`src/rtl/blink_pkg.sv`:
```
// Shared types and default timing for the blink-rate controller.
package blink_pkg;

  localparam int unsigned CLK_HZ_DEF         = 50_000_000;
  localparam int unsigned DEBOUNCE_DEF       = 1_000_000;
  localparam int unsigned LONG_PRESS_DEF     = 50_000_000;

  typedef logic [1:0] rate_t;

  typedef enum logic [1:0] {
    IDLE,
    PRESSED,
    HELD
  } press_state_e;

endpackage

```
`src/rtl/blink_rate_ctrl_if.sv`:
```
// Button input and tick/rate/run outputs of the blink-rate controller.
interface blink_rate_ctrl_if;
  import blink_pkg::*;

  logic  KEY;
  logic  tick;
  rate_t rate;
  logic  run;

  modport master (output KEY, input tick, rate, run);
  modport slave  (input KEY, output tick, rate, run);

endinterface

```
`src/rtl/key_debounce.sv`:
```
// Two-flop synchronizer on the raw button followed by a stability counter.
module key_debounce
  import blink_pkg::*;
#(
  parameter int unsigned DEBOUNCE_CYCLES = DEBOUNCE_DEF
) (
  input  logic clk_i,
  input  logic rst_i,
  input  logic key_i,
  output logic key_db_o
);

  localparam int unsigned DW = $clog2(DEBOUNCE_CYCLES);

  logic [1:0]    sync_q;
  logic          key_db_q, key_db_d;
  logic [DW-1:0] db_cnt_q, db_cnt_d;

  always_ff @(posedge clk_i or posedge rst_i) begin
    if (rst_i) begin
      sync_q   <= 2'b11;
      key_db_q <= 1'b1;
      db_cnt_q <= '0;
    end else begin
      sync_q   <= {sync_q[0], key_i};
      key_db_q <= key_db_d;
      db_cnt_q <= db_cnt_d;
    end
  end

  // Accept the synchronized level only after it has differed for the full window.
  always_comb begin
    key_db_d = key_db_q;
    db_cnt_d = db_cnt_q;
    if (sync_q[1] == key_db_q) begin
      db_cnt_d = '0;
    end else if (db_cnt_q == DW'(DEBOUNCE_CYCLES - 1)) begin
      key_db_d = sync_q[1];
      db_cnt_d = '0;
    end else begin
      db_cnt_d = db_cnt_q + DW'(1);
    end
  end

  assign key_db_o = key_db_q;

endmodule

```
`src/rtl/blink_rate_ctrl.sv`:
```
// Button-driven blink-rate selector: short press steps the rate, long press
// toggles run/pause, and a prescaler emits a one-cycle tick at the chosen rate.
module blink_rate_ctrl
  import blink_pkg::*;
#(
  parameter int unsigned CLK_HZ            = CLK_HZ_DEF,
  parameter int unsigned DEBOUNCE_CYCLES   = DEBOUNCE_DEF,
  parameter int unsigned LONG_PRESS_CYCLES = LONG_PRESS_DEF
) (
  input logic             CLOCK_50,
  input logic             RESET,
  blink_rate_ctrl_if.slave bus
);

  localparam int unsigned CW = $clog2(CLK_HZ);
  localparam int unsigned HW = $clog2(LONG_PRESS_CYCLES);

  logic          key_db;
  press_state_e  state_q, state_d;
  logic [HW-1:0] hold_q, hold_d;
  rate_t         rate_q, rate_d;
  logic          run_q, run_d;
  logic [CW-1:0] cnt_q, cnt_d;
  logic          tick_q, tick_d;
  logic          evt_c;
  logic [CW-1:0] last_c;

  key_debounce #(
    .DEBOUNCE_CYCLES(DEBOUNCE_CYCLES)
  ) u_key_debounce (
    .clk_i   (CLOCK_50),
    .rst_i   (RESET),
    .key_i   (bus.KEY),
    .key_db_o(key_db)
  );

  always_ff @(posedge CLOCK_50 or posedge RESET) begin
    if (RESET) begin
      state_q <= IDLE;
      hold_q  <= '0;
      rate_q  <= '0;
      run_q   <= 1'b1;
      cnt_q   <= '0;
      tick_q  <= 1'b0;
    end else begin
      state_q <= state_d;
      hold_q  <= hold_d;
      rate_q  <= rate_d;
      run_q   <= run_d;
      cnt_q   <= cnt_d;
      tick_q  <= tick_d;
    end
  end

  // Press classifier; evt_c flags any rate or run change so the prescaler restarts.
  always_comb begin
    state_d = state_q;
    hold_d  = hold_q;
    rate_d  = rate_q;
    run_d   = run_q;
    evt_c   = 1'b0;
    unique case (state_q)
      IDLE: begin
        if (!key_db) begin
          state_d = PRESSED;
          hold_d  = '0;
        end
      end
      PRESSED: begin
        if (key_db) begin
          rate_d  = rate_q + 2'd1;
          state_d = IDLE;
          evt_c   = 1'b1;
        end else begin
          hold_d = hold_q + HW'(1);
          if (hold_q == HW'(LONG_PRESS_CYCLES - 2)) begin
            run_d   = ~run_q;
            state_d = HELD;
            evt_c   = 1'b1;
          end
        end
      end
      HELD: begin
        if (key_db) state_d = IDLE;
      end
      default: state_d = IDLE;
    endcase
  end

  assign last_c = CW'((CLK_HZ >> rate_q) - 1);

  // Prescaler; a control change in the same cycle wins over a due tick.
  always_comb begin
    cnt_d  = cnt_q;
    tick_d = 1'b0;
    if (evt_c || !run_q) begin
      cnt_d = '0;
    end else if (cnt_q == last_c) begin
      cnt_d  = '0;
      tick_d = 1'b1;
    end else begin
      cnt_d = cnt_q + CW'(1);
    end
  end

  assign bus.tick = tick_q;
  assign bus.rate = rate_q;
  assign bus.run  = run_q;

endmodule

```
`src/flat_wrapper.sv`:
```
// flat-port wrapper written by rule: the top's interface ports become plain ports
module blink_rate_ctrl_flat import blink_pkg::*;
#(
  parameter int unsigned CLK_HZ            = CLK_HZ_DEF,
  parameter int unsigned DEBOUNCE_CYCLES   = DEBOUNCE_DEF,
  parameter int unsigned LONG_PRESS_CYCLES = LONG_PRESS_DEF
)
  (CLOCK_50, RESET, bus_KEY, bus_tick, bus_rate, bus_run);
  blink_rate_ctrl_if bus_i ();
  input logic CLOCK_50;
  input logic RESET;
  input wire logic [$bits(bus_i.KEY)-1:0] bus_KEY;
  output wire logic [$bits(bus_i.tick)-1:0] bus_tick;
  output wire logic [$bits(bus_i.rate)-1:0] bus_rate;
  output wire logic [$bits(bus_i.run)-1:0] bus_run;
  assign bus_i.KEY = bus_KEY;
  assign bus_tick = bus_i.tick;
  assign bus_rate = bus_i.rate;
  assign bus_run = bus_i.run;
  blink_rate_ctrl #(.CLK_HZ(CLK_HZ), .DEBOUNCE_CYCLES(DEBOUNCE_CYCLES), .LONG_PRESS_CYCLES(LONG_PRESS_CYCLES)) u_core (.CLOCK_50(CLOCK_50), .RESET(RESET), .bus(bus_i));
endmodule
```
`config.mk`:
```
export PLATFORM = sky130hd
export DESIGN_NAME = blink_rate_ctrl_flat
export DESIGN_NICKNAME = d
export VERILOG_FILES = /design/src/rtl/blink_pkg.sv /design/src/rtl/blink_rate_ctrl_if.sv /design/src/rtl/key_debounce.sv /design/src/rtl/blink_rate_ctrl.sv /design/src/flat_wrapper.sv
export SDC_FILE = /design/constraint.sdc
export NUM_CORES = 1
export LEC_CHECK = 0
export BUFFER_PORTS_ARGS = -buffer_cell sky130_fd_sc_hd__buf_2
export CELL_PAD_IN_SITES_DETAIL_PLACEMENT = 1
export CELL_PAD_IN_SITES_GLOBAL_PLACEMENT = 2
export CORE_MARGIN = 1
export CORE_UTILIZATION = 44
export DETAILED_ROUTE_END_ITERATION = 6
export PLACE_DENSITY_LB_ADDON = 0.1
export REMOVE_ABC_BUFFERS = 1
export SLEW_MARGIN = 20
export SYNTH_ARGS = -nofsm -noshare
export SYNTH_HDL_FRONTEND = slang
export SYNTH_SLANG_ARGS = --single-unit
```
`constraint.sdc`:
```
create_clock -name CLOCK_50 -period 3.7 [get_ports CLOCK_50]
set_input_delay 0.37 -clock CLOCK_50 [delete_from_list [all_inputs] [get_ports CLOCK_50]]
set_output_delay 0.37 -clock CLOCK_50 [all_outputs]
set_load 0.02 [all_outputs]
```
==> Word level (Yosys, flattened, before mapping) <==
Cells that the tools add are included.
{ "word_totals": {"inputBits": 3, "word_cells": 54, "register_bits": 81, "out_inout_bits": 4} }
{ "classes": {"mux": 17, "n_eq_ne": 10, "shifts": 1, "bitwise": 3, "n_addsub": 5, "n_reduce_logical": 9} }
{ "op_table": {"columns": ["cell", "count"], "rows": [
  ["two-way mux 26 bit", 4],
  ["adder 26 x 1 -> 26 bit, second input constant", 2],
  ["case mux 26 bit (2 select lines)", 1],
  ["two-way mux 20 bit", 2],
  ["equality test 26 bit", 1],
  ["equality test 26 bit, second input constant", 1],
  [">> shifter 26 x 2 -> 26 bit, first input constant", 1],
  ["subtractor 26 x 1 -> 26 bit, second input constant", 1],
  ["adder 20 x 1 -> 20 bit, second input constant", 1],
  ["equality test 20 bit, second input constant", 1],
  ["AND reduction 3 bit", 3],
  ["two-way mux 2 bit", 4],
  ["!= test 2 bit, second input constant", 3],
  ["case mux 2 bit (3 select lines)", 1],
  ["two-way mux 1 bit", 5],
  ["AND reduction 2 bit", 2],
  ["!= test 3 x 2 -> 1 bit, second input constant", 1],
  ["inverter 1 bit", 3],
  ["adder 2 x 1 -> 2 bit, second input constant", 1],
  ["equality test 2 x 1 -> 1 bit, second input constant", 1],
  ["equality test 2 bit, second input constant", 1],
  ["logical NOT 2 bit", 1],
  ["nonzero test 2 bit", 1],
  ["equality test 1 bit", 1],
  ["2 further kinds", 2]
]} }

==> Longest topological paths before layout <==
{ "depth": {"ltp_word": 6, "depth_mapped": 10, "depth_no_buf": 9} }

==> Modules after synthesis <==
Synthesis repeated with hierarchy kept, for this count alone.
{ "unflattened": {"cells_unflattened": 455, "hier_area_um2": 4490.6} }
{ "by_module_without_submodules": {"columns": ["module", "seq_area_each_um2", "area_per_inst_um2", "instances", "cells_per_inst"], "rows": [
  ["blink_rate_ctrl", 1452.6, 3368.2, 1, 346],
  ["key_debounce", 579.3, 1122.3, 1, 109]
]} }

==> Worst setup path after synthesis <==
No wires, ideal clock.
{ "synth_timing": {"path_type": "register to register", "start": "reg u_core.rate_q[0] (netlist: u_core.bus.rate[0])", "end": "reg u_core.cnt_q[6]", "stages_incl_launch_ff": 10, "n_path_buf": 1, "slack_ps": 1187, "t_arrival_ps": 2378, "setup_ps": 136, "path_cell_list": "dfrtp_1 > inv_1 > ha_1 > inv_1 > ha_1 > xnor2_1 > or4_1 > nor4_4 > buf_6 > nor3_1"} }
{ "synth_via": {"elab_chain_cells": 5} }
{ "synth_lines": {"columns": ["element", "line", "source"], "rows": [
  ["start, declared", "blink_rate_ctrl.sv:21", "rate_t rate_q, rate_d;"],
  ["start signal, assigned", "blink_rate_ctrl.sv:48", "rate_q <= rate_d;"],
  [">> shifter 26 x 2 -> 26 bit", "blink_rate_ctrl.sv:90", "assign last_c = CW'((CLK_HZ >> rate_q) - 1);"],
  ["subtractor 26 x 1 -> 26 bit", "blink_rate_ctrl.sv:90", null],
  ["equality test 26 bit", "blink_rate_ctrl.sv:98", "end else if (cnt_q == last_c) begin"],
  ["two-way mux 26 bit", "blink_rate_ctrl.sv:98", null],
  ["two-way mux 26 bit", "blink_rate_ctrl.sv:96", "if (evt_c || !run_q) begin"],
  ["named net u_core.cnt_d[6]", "blink_rate_ctrl.sv:23", "logic [CW-1:0] cnt_q, cnt_d;"],
  ["end signal, assigned", "blink_rate_ctrl.sv:50", "cnt_q <= cnt_d;"],
  ["end, declared", "blink_rate_ctrl.sv:23", null]
]} }
The timed path passes the listed nets, and every way through them passes these cells.
A chain may end at the register's enable or synchronous reset.

==> Worst setup path in the final report <==
{ "layout_timing": {"start": "reg u_core.rate_q[0] (netlist: u_core.bus.rate[0])", "end": "reg u_core.cnt_q[17]"} }
Same word-level chain as after synthesis.

==> flow_metrics.env <==
export IMPL_place_gp_congestion=0.7706
export IMPL_antennaDiodeCount=0
export IMPL_p_int_mw=1.341
export IMPL_r2r_cells=9
export IMPL_cp_start_kind="flop"
export IMPL_ys_flop_type="dfrtp_1"
export IMPL_drc=0
export IMPL_async_flop_share_pct=100.0
export IMPL_fin_cells=587
export IMPL_cp_required_ns=3.92
export IMPL_grt_pass1_wl_mm=16.14
export IMPL_r2r_start="u_core.bus.rate[0]$_DFFE_PP0P_"
export IMPL_status="finished, final reports clean"
export IMPL_cts_root_buf="clkbuf_8"
export IMPL_core_area_mm2=0.009328
export IMPL_clockBufferDepth=2
export IMPL_dpl_hpwl_mm=6.346
export IMPL_rows=35
export IMPL_tns_ns=0
export IMPL_r2r_end="u_core.cnt_q[17]$_DFF_PP0_"
export IMPL_rsz0062_at_grt="false"
export IMPL_crit_fanout=26
export IMPL_vias=3150
export IMPL_sequentialPowerShare_pct=52.7
export IMPL_drive_above_1_share_pct=9.389
export IMPL_finalPower_mw=1.693
export IMPL_worstHoldStart="bus_KEY"
export IMPL_fill_cells=1071
export IMPL_cts_sinks=81
export IMPL_drv_cap=0
export IMPL_clockPowerShare_pct=45.6
export IMPL_nets=468
export IMPL_hold_path_depth=1
export IMPL_syn_mean_instance_area_um2=9.734
export IMPL_grt_pass1_vias=3360
export IMPL_antenna_found_initial=0
export IMPL_synth_seq_cells=81
export IMPL_placed_cells=570
export IMPL_maxSlewHeadroom_pct=34.06
export IMPL_clock_latency_ns=0.36
export IMPL_crit_path_end_kind="flop"
export IMPL_io_buffer_count=6
export IMPL_cts_buffers=9
export IMPL_drt_first_pass_iters=4
export IMPL_tritoncts="done"
export IMPL_fmaxAchievable_mhz=391.9
export IMPL_cts_resized=0
export IMPL_final_antenna_net_count=0
export IMPL_die_y_um=100.8
export IMPL_yosysSeqAreaShare_pct=47.33
export IMPL_min_period_ns=2.552
export IMPL_yosysUniqueCellTypes=46
export IMPL_hp_class="in2reg"
export IMPL_tightest_slew_ns=0.9801
export IMPL_slew_violations=0
export IMPL_clkSlewWorstSetupHoldPaths_ns=0.08
export IMPL_die_w_um=100.8
export IMPL_period_share_pct=68.96
export IMPL_synth_area_mm2=0.004293
export IMPL_initial_core_util_pct=46.02
export IMPL_pwr_density_cell_mw_per_mm2=360.7
export IMPL_io_pins=7
export IMPL_hold_end="u_core.u_key_debounce.sync_q[0]$_DFF_PP1_"
export IMPL_grt_ovfl_total=0
export IMPL_postRouteWirelength_mm=9.085
export IMPL_avgRoutedWirePerCell_um=15.48
export IMPL_setup_viol=0
export IMPL_dieArea_mm2=0.01016
export IMPL_finClkSkew_ns=0.01553
export IMPL_first_iter_violations=48
export IMPL_synth_edf_count=0
export IMPL_worstPathArrival_ns=2.77
export IMPL_grt_max_degree=37
export IMPL_htree_levels=3
export IMPL_combPwrFrac_pct=1.7
export IMPL_worstSetupPathType="reg2reg"
export IMPL_viasPerCell=5.366
export IMPL_yosys_warnings=0
export IMPL_postCtsSetupBuffers=0
export IMPL_groute_usage_overall_pct=20.22
export IMPL_finalHoldViolations=0
export IMPL_synthToLayoutAreaGrowth_pct=9.356
export IMPL_power_switching_mw=0.3521
export IMPL_p_leak_nw=1.890
export IMPL_cts_hold_buf=1
export IMPL_r2r_slack_ns=1.15
export IMPL_synthCells=441
export IMPL_vdd_drop_max_v=0.0001920
export IMPL_switching_share_pct=20.79
kinds of logic after synthesis:
family,count (synthesis),synth area share (%)
adder cells (fa/ha/maj),12,3.497
buffers and inverters,28,3.206
AO/OA/AOI/OAI,31,4.430
XOR/XNOR,65,13.26
AND/OR/NAND/NOR,219,27.08
multiplexers,5,1.195
flip-flops,81,47.33
state kept, by name, summed over array words and instances, names as in the netlist:
name                            flops
u_core.cnt_q                       26
u_core.hold_q                      26
u_core.u_key_debounce.db_cnt_q     20
u_core.bus.rate                     2
u_core.state_q                      2
u_core.u_key_debounce.sync_q        2
u_core.bus.run                      1
u_core.bus.tick                     1
u_core.u_key_debounce.key_db_o      1
cells in the mapped netlist (9+ instances only):
library cell	instances	area, µm²
nand4_1	17	106.4
ha_1	12	150.1
nor4_1	9	56.30
nand2_1	38	142.6
o21ai_0	10	50.05
dfrtp_1	77	1927
xor2_1	24	210.2
inv_1	17	63.81
a21oi_1	9	45.04
nand3_1	21	105.1
nor3_1	37	185.2
xnor2_1	41	359.1
nor2_1	50	187.7
worst max-delay path by stage:
| stage | startpoint | end |
|---|---|---|
| after floorplan | u_core.bus.rate[0]$_DFFE_PP0P_ | u_core.bus.tick$_DFF_PP0_ |
| after global placement | u_core.bus.rate[0]$_DFFE_PP0P_ | u_core.bus.tick$_DFF_PP0_ |
| after detailed placement | u_core.bus.rate[0]$_DFFE_PP0P_ | u_core.bus.tick$_DFF_PP0_ |
| after CTS | u_core.bus.rate[0]$_DFFE_PP0P_ | u_core.bus.tick$_DFF_PP0_ |
| after global routing | u_core.bus.rate[0]$_DFFE_PP0P_ | u_core.bus.tick$_DFF_PP0_ |
| final | u_core.bus.rate[0]$_DFFE_PP0P_ | u_core.cnt_q[17]$_DFF_PP0_ |
through the flow:
| step | setup slack, ns | util, % | hold slack [ns] | instance area (µm²) |
|---|---|---|---|---|
| after floorplan | 0.8743 | - | 0.3452 | 4219 |
| after global placement | 1.251 | 47.70 | 0.3356 | 4449 |
| after detailed placement | 1.131 | 47.70 | 0.3462 | 4449 |
| after CTS | 1.119 | 50.33 | 0.09653 | 4695 |
| after global routing | 0.9481 | 50.33 | 0.1001 | 4695 |
| final | 1.148 | 50.33 | 0.1156 | 4695 |
per-layer routing:
layer	vias up	global-route usage, %	routed length (µm)	part of all wire, %
met4	0	6.800	154	1.7
met3	12	2.913	166	1.8
li1	1551	-	-	-
met1	1563	27.89	4556	50
met2	24	32.77	4208	46
met5	-	0	0	0
area by class of cell:
class / count / area [µm²] / area share, %
sequential: 81 / 2032 / 43.28
clock inverter: 6 / 107.6 / 2.292
timing repair buffer: 12 / 77.57 / 1.652
multi-input combinational: 332 / 2123 / 45.23
clock buffer: 10 / 127.6 / 2.719
inverter: 17 / 65.06 / 1.386
tap: 129 / 161.4 / 3.438
cell usage in the layout, fill, tap and decap left out, types with 3 or more instances in the layout:
master	n
a21oi_1	9
and3_1	7
and4_1	7
buf_2	6
buf_4	5
bufinv_16	3
clkbuf_8	9
clkinv_2	3
dfrtp_1	77
dfstp_2	4
ha_1	12
inv_1	16
mux2i_1	4
nand2_1	38
nand2b_1	3
nand3_1	21
nand4_1	17
nor2_1	50
nor3_1	37
nor3b_1	3
nor4_1	9
nor4b_1	3
o21ai_0	10
o22ai_1	4
or2_2	3
or3_1	6
xnor2_1	41
xor2_1	24
power groups by stage:
stage          clock (mW)  sequential, mW  combinational [mW]
2_1_floorplan           0           0.909              0.0194
3_3_place_gp            0           0.910              0.0301
3_5_place_dp            0           0.910              0.0310
4_1_cts             0.798           0.892              0.0320
5_1_grt             0.825           0.893              0.0361
6_report            0.771           0.892              0.0295
critical path, cell delays in order (launching register included):
cell     delay [ns]
dfrtp_1        0.50
inv_1          0.19
ha_1           0.23
inv_1          0.05
ha_1           0.22
xnor2_1        0.13
or4_1          0.52
nor4_4         0.14
buf_4          0.32
nor3_1         0.09
Note: power is estimated with default switching activity, not from simulation.
